### config.mk
export PLATFORM = sky130hd
export DESIGN_NAME = piso_tx_unit
export DESIGN_NICKNAME = d
export VERILOG_FILES = /design/src/rtl/piso_tx_unit.sv
export SDC_FILE = /design/constraint.sdc
export NUM_CORES = 1
export LEC_CHECK = 0
export BUFFER_PORTS_ARGS = -buffer_cell sky130_fd_sc_hd__clkbuf_2
export CAP_MARGIN = 20
export CORE_MARGIN = 4
export CORE_UTILIZATION = 45
export DETAILED_ROUTE_END_ITERATION = 10
export PLACE_DENSITY_LB_ADDON = 0.2
export SYNTH_ARGS = -nofsm -noshare
export SYNTH_HDL_FRONTEND = slang
export SYNTH_SLANG_ARGS = --single-unit
export TNS_END_PERCENT = 50
### constraint.sdc
create_clock -name clk -period 1.8 [get_ports clk]
set_input_delay 0.18 -clock clk [delete_from_list [all_inputs] [get_ports clk]]
set_output_delay 0.18 -clock clk [all_outputs]
set_load 0.02 [all_outputs]
### src/rtl/piso_tx_unit.sv
// piso_tx_unit: UART transmit serializer with a valid/ready byte input.
// Each frame is a start bit, the data bits LSB first, an optional parity bit
// and one or two stop bits. The line idles high. Bit timing comes from a
// free-running baud counter that is cleared when a byte is accepted.
//
// state    | meaning
// ---------+----------------------------------------------------------
// S_IDLE   | line high, tx_ready high, waiting for tx_valid
// S_START  | start bit (low) for one bit time
// S_DATA   | shift register LSB on the line, bit_count = bit index
// S_PARITY | parity bit for one bit time (only when parity is enabled)
// S_STOP   | line high for STOP_BITS bit times, then back to S_IDLE
module piso_tx_unit #(
  parameter int WIDTH        = 8,
  parameter int CLKS_PER_BIT = 16,
  parameter int PARITY_EN    = 0,
  parameter int PARITY_ODD   = 0,
  parameter int STOP_BITS    = 1
) (
  input  logic             clk,
  input  logic             reset,
  input  logic [WIDTH-1:0] tx_data,
  input  logic             tx_valid,
  output logic             tx_ready,
  output logic             tx,
  output logic [3:0]       bit_count
);

  localparam int BAUD_W = (CLKS_PER_BIT > 1) ? $clog2(CLKS_PER_BIT) : 1;
  localparam logic [BAUD_W-1:0] BAUD_LAST = BAUD_W'(CLKS_PER_BIT - 1);
  localparam logic [3:0] BIT_LAST = 4'(WIDTH - 1);
  localparam logic STOP_LAST = 1'(STOP_BITS - 1);

  typedef enum logic [2:0] {
    S_IDLE,
    S_START,
    S_DATA,
    S_PARITY,
    S_STOP
  } state_t;

  state_t            state, state_n;
  logic [BAUD_W-1:0] baud_cnt, baud_cnt_n;
  logic [WIDTH-1:0]  shift_reg, shift_reg_n;
  logic              parity_bit, parity_bit_n;
  logic              stop_cnt, stop_cnt_n;
  logic              tx_n;
  logic              tx_ready_n;
  logic [3:0]        bit_count_n;
  logic              bit_tick;

  // bit boundary: the baud counter is about to wrap
  assign bit_tick = (baud_cnt == BAUD_LAST);

  // state and all outputs are registered so tx only moves on clock edges
  always_ff @(posedge clk or posedge reset) begin
    if (reset) begin
      state      <= S_IDLE;
      baud_cnt   <= '0;
      shift_reg  <= '0;
      parity_bit <= 1'b0;
      stop_cnt   <= 1'b0;
      tx         <= 1'b1;
      tx_ready   <= 1'b1;
      bit_count  <= 4'd0;
    end else begin
      state      <= state_n;
      baud_cnt   <= baud_cnt_n;
      shift_reg  <= shift_reg_n;
      parity_bit <= parity_bit_n;
      stop_cnt   <= stop_cnt_n;
      tx         <= tx_n;
      tx_ready   <= tx_ready_n;
      bit_count  <= bit_count_n;
    end
  end

  // next-state and next-output decode; every transition lands on a bit tick
  always_comb begin
    state_n      = state;
    baud_cnt_n   = bit_tick ? '0 : baud_cnt + BAUD_W'(1);
    shift_reg_n  = shift_reg;
    parity_bit_n = parity_bit;
    stop_cnt_n   = stop_cnt;
    tx_n         = tx;
    tx_ready_n   = tx_ready;
    bit_count_n  = bit_count;

    case (state)
      S_IDLE: begin
        if (tx_valid && tx_ready) begin
          state_n      = S_START;
          baud_cnt_n   = '0;
          shift_reg_n  = tx_data;
          parity_bit_n = (^tx_data) ^ (PARITY_ODD != 0);
          tx_n         = 1'b0;
          tx_ready_n   = 1'b0;
          bit_count_n  = 4'd0;
        end
      end

      S_START: begin
        if (bit_tick) begin
          state_n     = S_DATA;
          tx_n        = shift_reg[0];
          bit_count_n = 4'd0;
        end
      end

      S_DATA: begin
        if (bit_tick) begin
          if (bit_count == BIT_LAST) begin
            bit_count_n = 4'd0;
            stop_cnt_n  = 1'b0;
            if (PARITY_EN != 0) begin
              state_n = S_PARITY;
              tx_n    = parity_bit;
            end else begin
              state_n = S_STOP;
              tx_n    = 1'b1;
            end
          end else begin
            shift_reg_n = shift_reg >> 1;
            tx_n        = shift_reg[1];
            bit_count_n = bit_count + 4'd1;
          end
        end
      end

      S_PARITY: begin
        if (bit_tick) begin
          state_n    = S_STOP;
          stop_cnt_n = 1'b0;
          tx_n       = 1'b1;
        end
      end

      S_STOP: begin
        if (bit_tick) begin
          if (stop_cnt == STOP_LAST) begin
            state_n    = S_IDLE;
            tx_ready_n = 1'b1;
          end else begin
            stop_cnt_n = stop_cnt + 1'b1;
          end
        end
      end

      default: begin
        state_n    = S_IDLE;
        tx_n       = 1'b1;
        tx_ready_n = 1'b1;
      end
    endcase
  end

endmodule

# --- After elaboration in Yosys (flattened, before gate mapping) ---
# Cells that the tools add are included.
# Widths: inputs -> output; s select.
classes:
  add_sub_neg: 3
  eq_ne: 14
  muxes: 35
  n_bitwise: 2
  reduce_logical: 12
ops:
  columns: ["cell", "n"]
  rows:
  - ["$mux 4", 7]
  - ["$mux 8", 3]
  - ["$mux 3", 7]
  - ["$ne 2x2->1 const B", 8]
  - ["$pmux 8 s2", 1]
  - ["$pmux 3 s5", 1]
  - ["$mux 1", 12]
  - ["$pmux 4 s3", 1]
  - ["$reduce_and 4->1", 3]
  - ["$reduce_and 5->1", 2]
  - ["$add 4x1->4 const B", 2]
  - ["$reduce_and 7->1", 1]
  - ["$eq 3x2->1 const B", 2]
  - ["$pmux 1 s3", 2]
  - ["$reduce_bool 3->1", 2]
  - ["$pmux 1 s5", 1]
  - ["$eq 4x3->1 const B", 1]
  - ["$eq 4x4->1 const B", 1]
  - ["$eq 3x1->1 const B", 1]
  - ["$eq 3x3->1 const B", 1]
  - ["$logic_not 3->1", 1]
  - ["$reduce_or 3->1", 1]
  - ["$not 1->1", 2]
  - ["$reduce_bool 2->1", 1]
  - ["other kinds (2)", 2]
totals:
  reg_bits: 22
  input_bits: 11
  output_inout_bits: 6

# --- Longest topological paths before layout ---
# Gate-level depths: netlist of the first run.
logic_depth:
  word_depth: 4
  mapped_depth: 6
  depth_no_buf: 5

# --- Least setup slack after synthesis of the first run ---
# No wires, ideal clock.
synth_path:
  kind: "flip-flop to flip-flop"
  start: "register bit_count[0]"
  end: "register shift_reg[0]"
  t_arrival_ns: 1.589
  required_time_ns: 1.672
  path_slack_ns: 0.083
  path_stages_with_launch: 6
  path_buffers: 0
  period_less_slack_ns: 1.717
  path_cell_list: "dfrtp_1 > ha_1 > and3b_1 > nor3b_2 > o21ai_4 > mux2_1"
synth_between:
  elab_chain_len: 3
synth_lines:
  columns: ["element", "line", "source"]
  rows:
  - ["start: declaration", "26", "output logic [3:0] bit_count"]
  - ["start signal: assignment", "74", "bit_count <= bit_count_n;"]
  - ["$eq 4x3->1", "112", "if (bit_count == BIT_LAST) begin"]
  - ["$ne 2x2->1 (no line)", null, null]
  - ["$reduce_and 4->1 (no line)", null, null]
  - ["end signal: assignment", "69", "shift_reg <= shift_reg_n;"]
  - ["end: declaration", "44", "logic [WIDTH-1:0] shift_reg, shift_reg_n;"]
# Every way passes these cells.
# A chain may end at the register's enable or synchronous reset.

# --- Worst setup path after layout of the first run ---
layout_path:
  start: "register bit_count[0]"
  end: "register shift_reg[1]"
# Same word-level chain as after synthesis.

==> results.sh, run 1 <==
export IMPL_status="completed"
export IMPL_power_leakage_nw=0.596
export IMPL_synth_edf_count=0
export IMPL_p_switching_mw=0.672
export IMPL_peakVddDrop_uv=794
export IMPL_critPathCaptureType="register"
export IMPL_startpoint_type="register"
export IMPL_cp_startpoint="bit_count[0]$_DFFE_PP0P_"
export IMPL_pre_cts_ws_ps=87.8
export IMPL_core_sq_um=2250
export IMPL_yosys_register_bits=21
export IMPL_skew_ps=1.57
export IMPL_rsz0062_at_grt="no"
export IMPL_io_buffers=16
export IMPL_r2r_end="shift_reg[1]$_DFFE_PP0P_"
export IMPL_drt_iter0_drc=10
export IMPL_stdcell_area_sq_um=1260
export IMPL_grt_usage_pct=13.0
export IMPL_hold_violations=0
export IMPL_setup_tns_ps=0
export IMPL_syn_instance_count=92
export IMPL_layout_setup_ws_ps=104
export IMPL_combPwrFrac_pct=40.7
export IMPL_cts_path_max_buffers=2
export IMPL_antenna_diode_count=0
export IMPL_drv_slew=0
export IMPL_finalSetupViolCount=0
export IMPL_crit_arrival_ps=1900
export IMPL_largest_reg_flops=8
export IMPL_tritoncts="done"
export IMPL_timing_final_crit_period_ps=1700
export IMPL_ys_async_sr_fraction_pct=100
export IMPL_ant_nets=0
export IMPL_synth_avg_cell_area_sq_um=11.9
export IMPL_path_clk_slew_ps=110
export IMPL_clkLatencyLatePin_ps=310
export IMPL_crit_path_end="shift_reg[1]$_DFFE_PP0P_"
export IMPL_start_util_pct=48.4
export IMPL_dr_pass1_iters=4
export IMPL_r2r_cells=5
export IMPL_worstSetupPathType="register to register"
export IMPL_rrSetupSlack_ps=100
export IMPL_drv_cap=0
export IMPL_synthSimpleGateAreaFrac_pct=13.7
export IMPL_nets=130
export IMPL_synth_top_family_by_area="multiplexers"
export IMPL_seqPwrFrac_pct=46.8
export IMPL_hold_path_class="primary input to register"
export IMPL_layout_drive_gt1_share_pct=36.2
export IMPL_grt_pass1_vias=747
export IMPL_switching_share_pct=36.6
export IMPL_clock_sinks=21
export IMPL_synth_fa_ha_area_share_pct=2.29
export IMPL_r2r_start="bit_count[0]$_DFFE_PP0P_"
export IMPL_via_per_inst=5.28
export IMPL_required_ps=2000
export IMPL_h_tree_depth=1
export IMPL_synth_area_mux_share_pct=15.5
export IMPL_cts_root_buffer="clkbuf_4"
export IMPL_gp_congestion=0.783
export IMPL_wl_microns=1910
export IMPL_ys_flop_type="dfrtp_1"
export IMPL_post_dp_cell_area_sq_um=1220
export IMPL_post_route_period_util_pct=94.2
export IMPL_wire_per_inst_microns=13.2
export IMPL_pin_count=17
export IMPL_netlist_area_sq_um=1090
export IMPL_num_rows=17
export IMPL_max_freq_ghz=0.590
export IMPL_dieWidth_microns=57.3
export IMPL_die_y_microns=57.3
export IMPL_final_common_cell="dfrtp_1"
export IMPL_yosysWarnings=0
export IMPL_power_density_nw_per_um2=1460
export IMPL_clkPwrFrac_pct=12.4
export IMPL_slew_headroom_pct=74.3
export IMPL_synth_compound_area_share_pct=14.2
export IMPL_vias=760
export IMPL_die_area_sq_um=3280
export IMPL_grt_overflow_total=0
export IMPL_dp_hpwl_microns=1410
export IMPL_seq_area_frac_synth_pct=48.3
export IMPL_crit_fanout=8
export IMPL_grt_max_degree=22
export IMPL_tightest_slew_ps=384
export IMPL_syn_to_final_growth_pct=15.3
export IMPL_ys_types=39
export IMPL_final_cell_mix="dfrtp_1 (19), clkbuf_2 (16), mux2_1 (8)"
export IMPL_synth_xor_area_share_pct=1.60
export IMPL_drc=0
export IMPL_grt_pass1_wl_microns=3260
export IMPL_cts_buffers=3
export IMPL_internal_power_mw=1.16
export IMPL_antenna_found_initial=0
export IMPL_synth_fp_nets=105
-- critical path, cell delays in order (launching register included) --
cell     delay (ps)
dfrtp_1         430
ha_1            220
and3b_1         230
nor3b_2         240
o21ai_4         130
mux2_1          340
-- cell families after synthesis --
| family | Yosys count |
|---|---|
| AOI/OAI and AO/OA | 20 |
| adders and majority gates | 2 |
| buffers and inverters | 8 |
| muxes | 15 |
| and+or+nand+nor | 24 |
| xor gates and xnor gates | 2 |
| DFF | 21 |
-- per-layer routing --
layer / part of all wire [%] / track usage (%)
met5: 0 / 0
met4: 1.3 / 4.97
met3: 4.6 / 4.98
met2: 44 / 18.9
met1: 50 / 17.4
-- power groups by stage --
stage	logic, mW	clock network, mW	registers (mW)
finish	0.747	0.228	0.859
global route	0.829	0.261	0.889
CTS	0.738	0.241	0.859
detailed placement	0.731	0	0.869
global placement	0.716	0	0.863
floorplan	0.528	0	0.891
-- final cells by class --
| cell class | instances | area (sq um) |
|---|---|---|
| fill | 227 | 995 |
| clock buffer | 4 | 26.3 |
| multi-input combinational | 63 | 517 |
| tap | 28 | 35.0 |
| sequential | 21 | 528 |
| inverter | 5 | 18.8 |
| timing repair buffer | 23 | 135 |
-- cells in the mapped netlist, types with 2 or more instances --
cell type / n / area (sq um)
a21oi_1: 3 / 15.0
a31o_2: 2 / 17.5
a31oi_1: 2 / 12.5
and3_1: 2 / 12.5
and3b_1: 2 / 17.5
dfrtp_1: 19 / 475
dfstp_2: 2 / 52.6
ha_1: 2 / 25.0
inv_1: 5 / 18.8
mux2_1: 8 / 90.1
mux2_2: 7 / 78.8
nand2_1: 5 / 18.8
nor2_1: 4 / 15.0
nor3_1: 2 / 10.0
o21ai_0: 3 / 15.0
-- worst min path at each step --
stage	from	to	cells after the start
global route	tx_valid	tx_ready$_DFFE_PP1P_	2
CTS	tx_valid	tx_ready$_DFFE_PP1P_	2
finish	tx_valid	tx_ready$_DFFE_PP1P_	2
global placement	reset	shift_reg[5]$_DFFE_PP0P_	3
floorplan	reset	baud_cnt[0]$_DFF_PP0_	1
detailed placement	reset	shift_reg[5]$_DFFE_PP0P_	3
-- per-stage QoR --
stage	power, mW	std cells	util (%)	hold WS, ps
6_report	1.83	144	55.9	26.9
3_3_place_gp	1.58	138	53.9	200
4_1_cts	1.84	143	55.5	9.00
2_1_floorplan	1.42	92	-	155
5_1_grt	1.98	144	55.9	11.3
3_5_place_dp	1.60	138	53.9	212
-- what timing repair did --
action                                  CTS  global route
setup buffers                             0             1
resized for setup                         0             0
endpoints found under the setup margin    0             7
endpoints found under the hold margin    19             0
hold buffers                              1             0
Note: power is estimated with default switching activity, not from simulation.
==> run 2, diff against run 1 <==
--- a/config.mk
+++ b/config.mk
@@ -5,6 +5,7 @@
 export SDC_FILE = /design/constraint.sdc
 export NUM_CORES = 1
 export LEC_CHECK = 0
+export ABC_AREA = 1
 export BUFFER_PORTS_ARGS = -buffer_cell sky130_fd_sc_hd__clkbuf_2
 export CAP_MARGIN = 20
 export CORE_MARGIN = 4
==> results.sh, run 2 <==
export IMPL_via_per_inst=4.97
export IMPL_grt_pass1_vias=1044
export IMPL_largest_reg_flops=8
export IMPL_post_route_period_util_pct=84.9
export IMPL_hold_depth=4
export IMPL_required_ps=2010
export IMPL_die_area_sq_um=3640
export IMPL_slew_headroom_pct=76.3
export IMPL_top_layer="met4"
export IMPL_yosysTopAreaCell="dfrtp_1"
export IMPL_status="completed"
export IMPL_skew_ps=1.03
export IMPL_cts_buffers=3
export IMPL_antenna_diode_count=0
export IMPL_synth_top_area_share_pct=38.5
export IMPL_r2r_end="shift_reg[1]$_DFFE_PP0P_"
export IMPL_cts_path_max_buffers=2
export IMPL_fin_hold_ws_ps=172
export IMPL_setup_tns_ps=0
export IMPL_tritoncts="done"
export IMPL_grt_pass1_wl_microns=4400
export IMPL_grt_max_degree=22
export IMPL_ys_async_sr_fraction_pct=100
export IMPL_multi_input_area_sq_um=634
export IMPL_drv_cap=0
export IMPL_drv_slew=0
export IMPL_synthMostInstantiatedCell="nand2_1"
export IMPL_hold_violations=0
export IMPL_layout_setup_ws_ps=271
export IMPL_num_rows=18
export IMPL_cts_root_buffer="clkbuf_4"
export IMPL_rsz0062_at_grt="no"
export IMPL_hold_path_end="shift_reg[7]$_DFFE_PP0P_"
export IMPL_met2_length_microns=1150
export IMPL_startpoint_type="register"
export IMPL_finish_cell_count_without_fillers=218
export IMPL_timing_final_crit_period_ps=1530
export IMPL_seq_area_sq_um=528
export IMPL_cp_slowest_stage_delay_ps=450
export IMPL_grt_overflow_total=0
export IMPL_final_common_cell="nand2_1"
export IMPL_grt_usage_pct=16.0
export IMPL_syn_instance_count=167
export IMPL_yosys_register_bits=21
export IMPL_synth_commonest_cells="nand2_1 (77), dfrtp_1 (19), nand3_1 (19), inv_1 (13), nor2_1 (9)"
export IMPL_start_util_pct=48.5
export IMPL_seq_area_frac_synth_pct=42.8
export IMPL_power_leakage_nw=0.779
export IMPL_core_sq_um=2540
export IMPL_ys_top_cells_by_area="dfrtp_1 (39%), nand2_1 (23%), nand3_1 (7.7%)"
export IMPL_synth_avg_cell_area_sq_um=7.39
export IMPL_worstSetupPathType="register to register"
export IMPL_cp_common_cell="nand2_1"
export IMPL_ant_nets=0
export IMPL_r2r_cells=9
export IMPL_clkLatencyLatePin_ps=300
export IMPL_clock_sinks=21
export IMPL_peakVddDrop_uv=909
export IMPL_pin_count=17
export IMPL_crit_fanout=9
export IMPL_finalSetupViolCount=0
export IMPL_fillCellCount=249
export IMPL_drc=0
export IMPL_dp_cells=213
export IMPL_dr_pass1_iters=4
export IMPL_io_buffers=16
export IMPL_wl_microns=2410
export IMPL_gp_congestion=0.814
export IMPL_crit_arrival_ps=1740
export IMPL_min_from="tx_data[7]"
export IMPL_ys_types=23
export IMPL_met3RoutedLength_microns=88
export IMPL_critPathSlowestCell="dfrtp_1"
export IMPL_power_density_nw_per_um2=1660
export IMPL_cp_cell_sequence="ha_1, nand2_1, inv_1, nand2_1, nand2_1, nand2_2, nand2_4, nand2_1, nand2_1"
export IMPL_syn_to_final_growth_pct=12.2
export IMPL_drt_iter0_drc=60
export IMPL_ys_flop_type="dfrtp_1"
export IMPL_drt_met1_wl_microns=1130
export IMPL_tightest_slew_ps=355
export IMPL_synth_edf_count=0
export IMPL_wire_per_inst_microns=11.1
export IMPL_path_clk_slew_ps=110
export IMPL_dp_hpwl_microns=1840
export IMPL_critPathCaptureType="register"
export IMPL_final_cell_mix="nand2_1 (77), nand3_1 (19), dfrtp_1 (19)"
export IMPL_max_freq_ghz=0.654
export IMPL_hold_path_class="primary input to register"
export IMPL_pre_cts_ws_ps=262
export IMPL_dieWidth_microns=60.4
export IMPL_nets=202
export IMPL_die_y_microns=60.4
export IMPL_layout_drive_gt1_share_pct=19.7
export IMPL_r2r_start="bit_count[0]$_DFFE_PP0P_"
export IMPL_vias=1083
export IMPL_h_tree_depth=1
export IMPL_rrSetupSlack_ps=270
export IMPL_synth_fp_nets=180
export IMPL_netlist_area_sq_um=1230
export IMPL_antenna_found_initial=0
export IMPL_yosysWarnings=0
export IMPL_total_power_mw=2.30
-- run 2: cell count changes after synthesis, sizes merged, moves of 2 or more --
cell | before | now
mux2 | 15 | 0
nand3 | 2 | 21
a31o | 2 | 0
and3b | 2 | 0
and3 | 2 | 0
a31oi | 2 | 0
a21oi | 3 | 1
nor2 | 4 | 15
nand2 | 5 | 80
inv | 5 | 16
o21ai | 4 | 2
-- run 2: area by class of cell --
cell class / count / share of cell area, %
tap: 30 / 2.71
timing repair buffer: 18 / 7.05
multi-input combinational: 129 / 45.8
inverter: 16 / 4.34
sequential: 21 / 38.2
clock buffer: 4 / 1.90
-- run 2: per-stage QoR --
| step | instance area, sq um | utilization (%) |
|---|---|---|
| floorplan | 1230 | - |
| global placement | 1350 | 52.9 |
| detailed placement | 1350 | 52.9 |
| CTS | 1380 | 54.4 |
| global route | 1380 | 54.4 |
| finish | 1380 | 54.4 |
-- run 2: power by group --
| part | switching (mW) | internal (mW) | total, mW |
|---|---|---|---|
| sequential | 0.165 | 0.682 | 0.847 |
| clock | 0.144 | 0.0865 | 0.231 |
| combinational | 0.798 | 0.423 | 1.22 |
| total | 1.11 | 1.19 | 2.30 |
-- run 2: cells by family (layout without fill, tap and decap cells) --
logic type | Yosys count | count (layout) | share of synthesized area, %
adder cells (fa/ha/maj) | 2 | 2 | 2.03
AND/OR/NAND/NOR | 123 | 123 | 47.5
flip-flops | 21 | 21 | 42.8
buffers and inverters | 17 | 38 | 5.78
AO/OA/AOI/OAI | 3 | 3 | 1.22
XOR/XNOR | 1 | 1 | 0.710
-- run 2: how the worst max path moves through the flow --
stage          slack (ps)                     start                       end  cells after the start
2_1_floorplan         360  bit_count[0]$_DFFE_PP0P_  shift_reg[7]$_DFFE_PP0P_                      9
3_3_place_gp          320  bit_count[0]$_DFFE_PP0P_  shift_reg[7]$_DFFE_PP0P_                      9
3_5_place_dp          260  bit_count[0]$_DFFE_PP0P_  shift_reg[1]$_DFFE_PP0P_                      9
4_1_cts               250  bit_count[0]$_DFFE_PP0P_  shift_reg[1]$_DFFE_PP0P_                      9
5_1_grt                50  bit_count[0]$_DFFE_PP0P_  shift_reg[2]$_DFFE_PP0P_                      9
6_report              270  bit_count[0]$_DFFE_PP0P_  shift_reg[1]$_DFFE_PP0P_                      9
-- run 2: timing repair --
item,in CTS,in global routing
setup endpoints to repair,0,0
hold endpoints to repair,19,0
gates resized for setup,0,0
buffers inserted,0,0
hold buffers,1,0
-- run 2: critical path: cells and delay by family, from the launching register on --
| family | cells | cell delay, ps |
|---|---|---|
| and+or+nand+nor | 7 | 690 |
| DFF | 1 | 450 |
| adders and majority gates | 1 | 230 |
| buffers and inverters | 1 | 50 |
-- run 2: routing by layer --
| metal | vias to the layer above | global-route usage [%] |
|---|---|---|
| met5 | - | 0 |
| met4 | 0 | 6.96 |
| met3 | 5 | 2.55 |
| met2 | 19 | 25.6 |
| met1 | 495 | 21.3 |
| li1 | 564 | - |
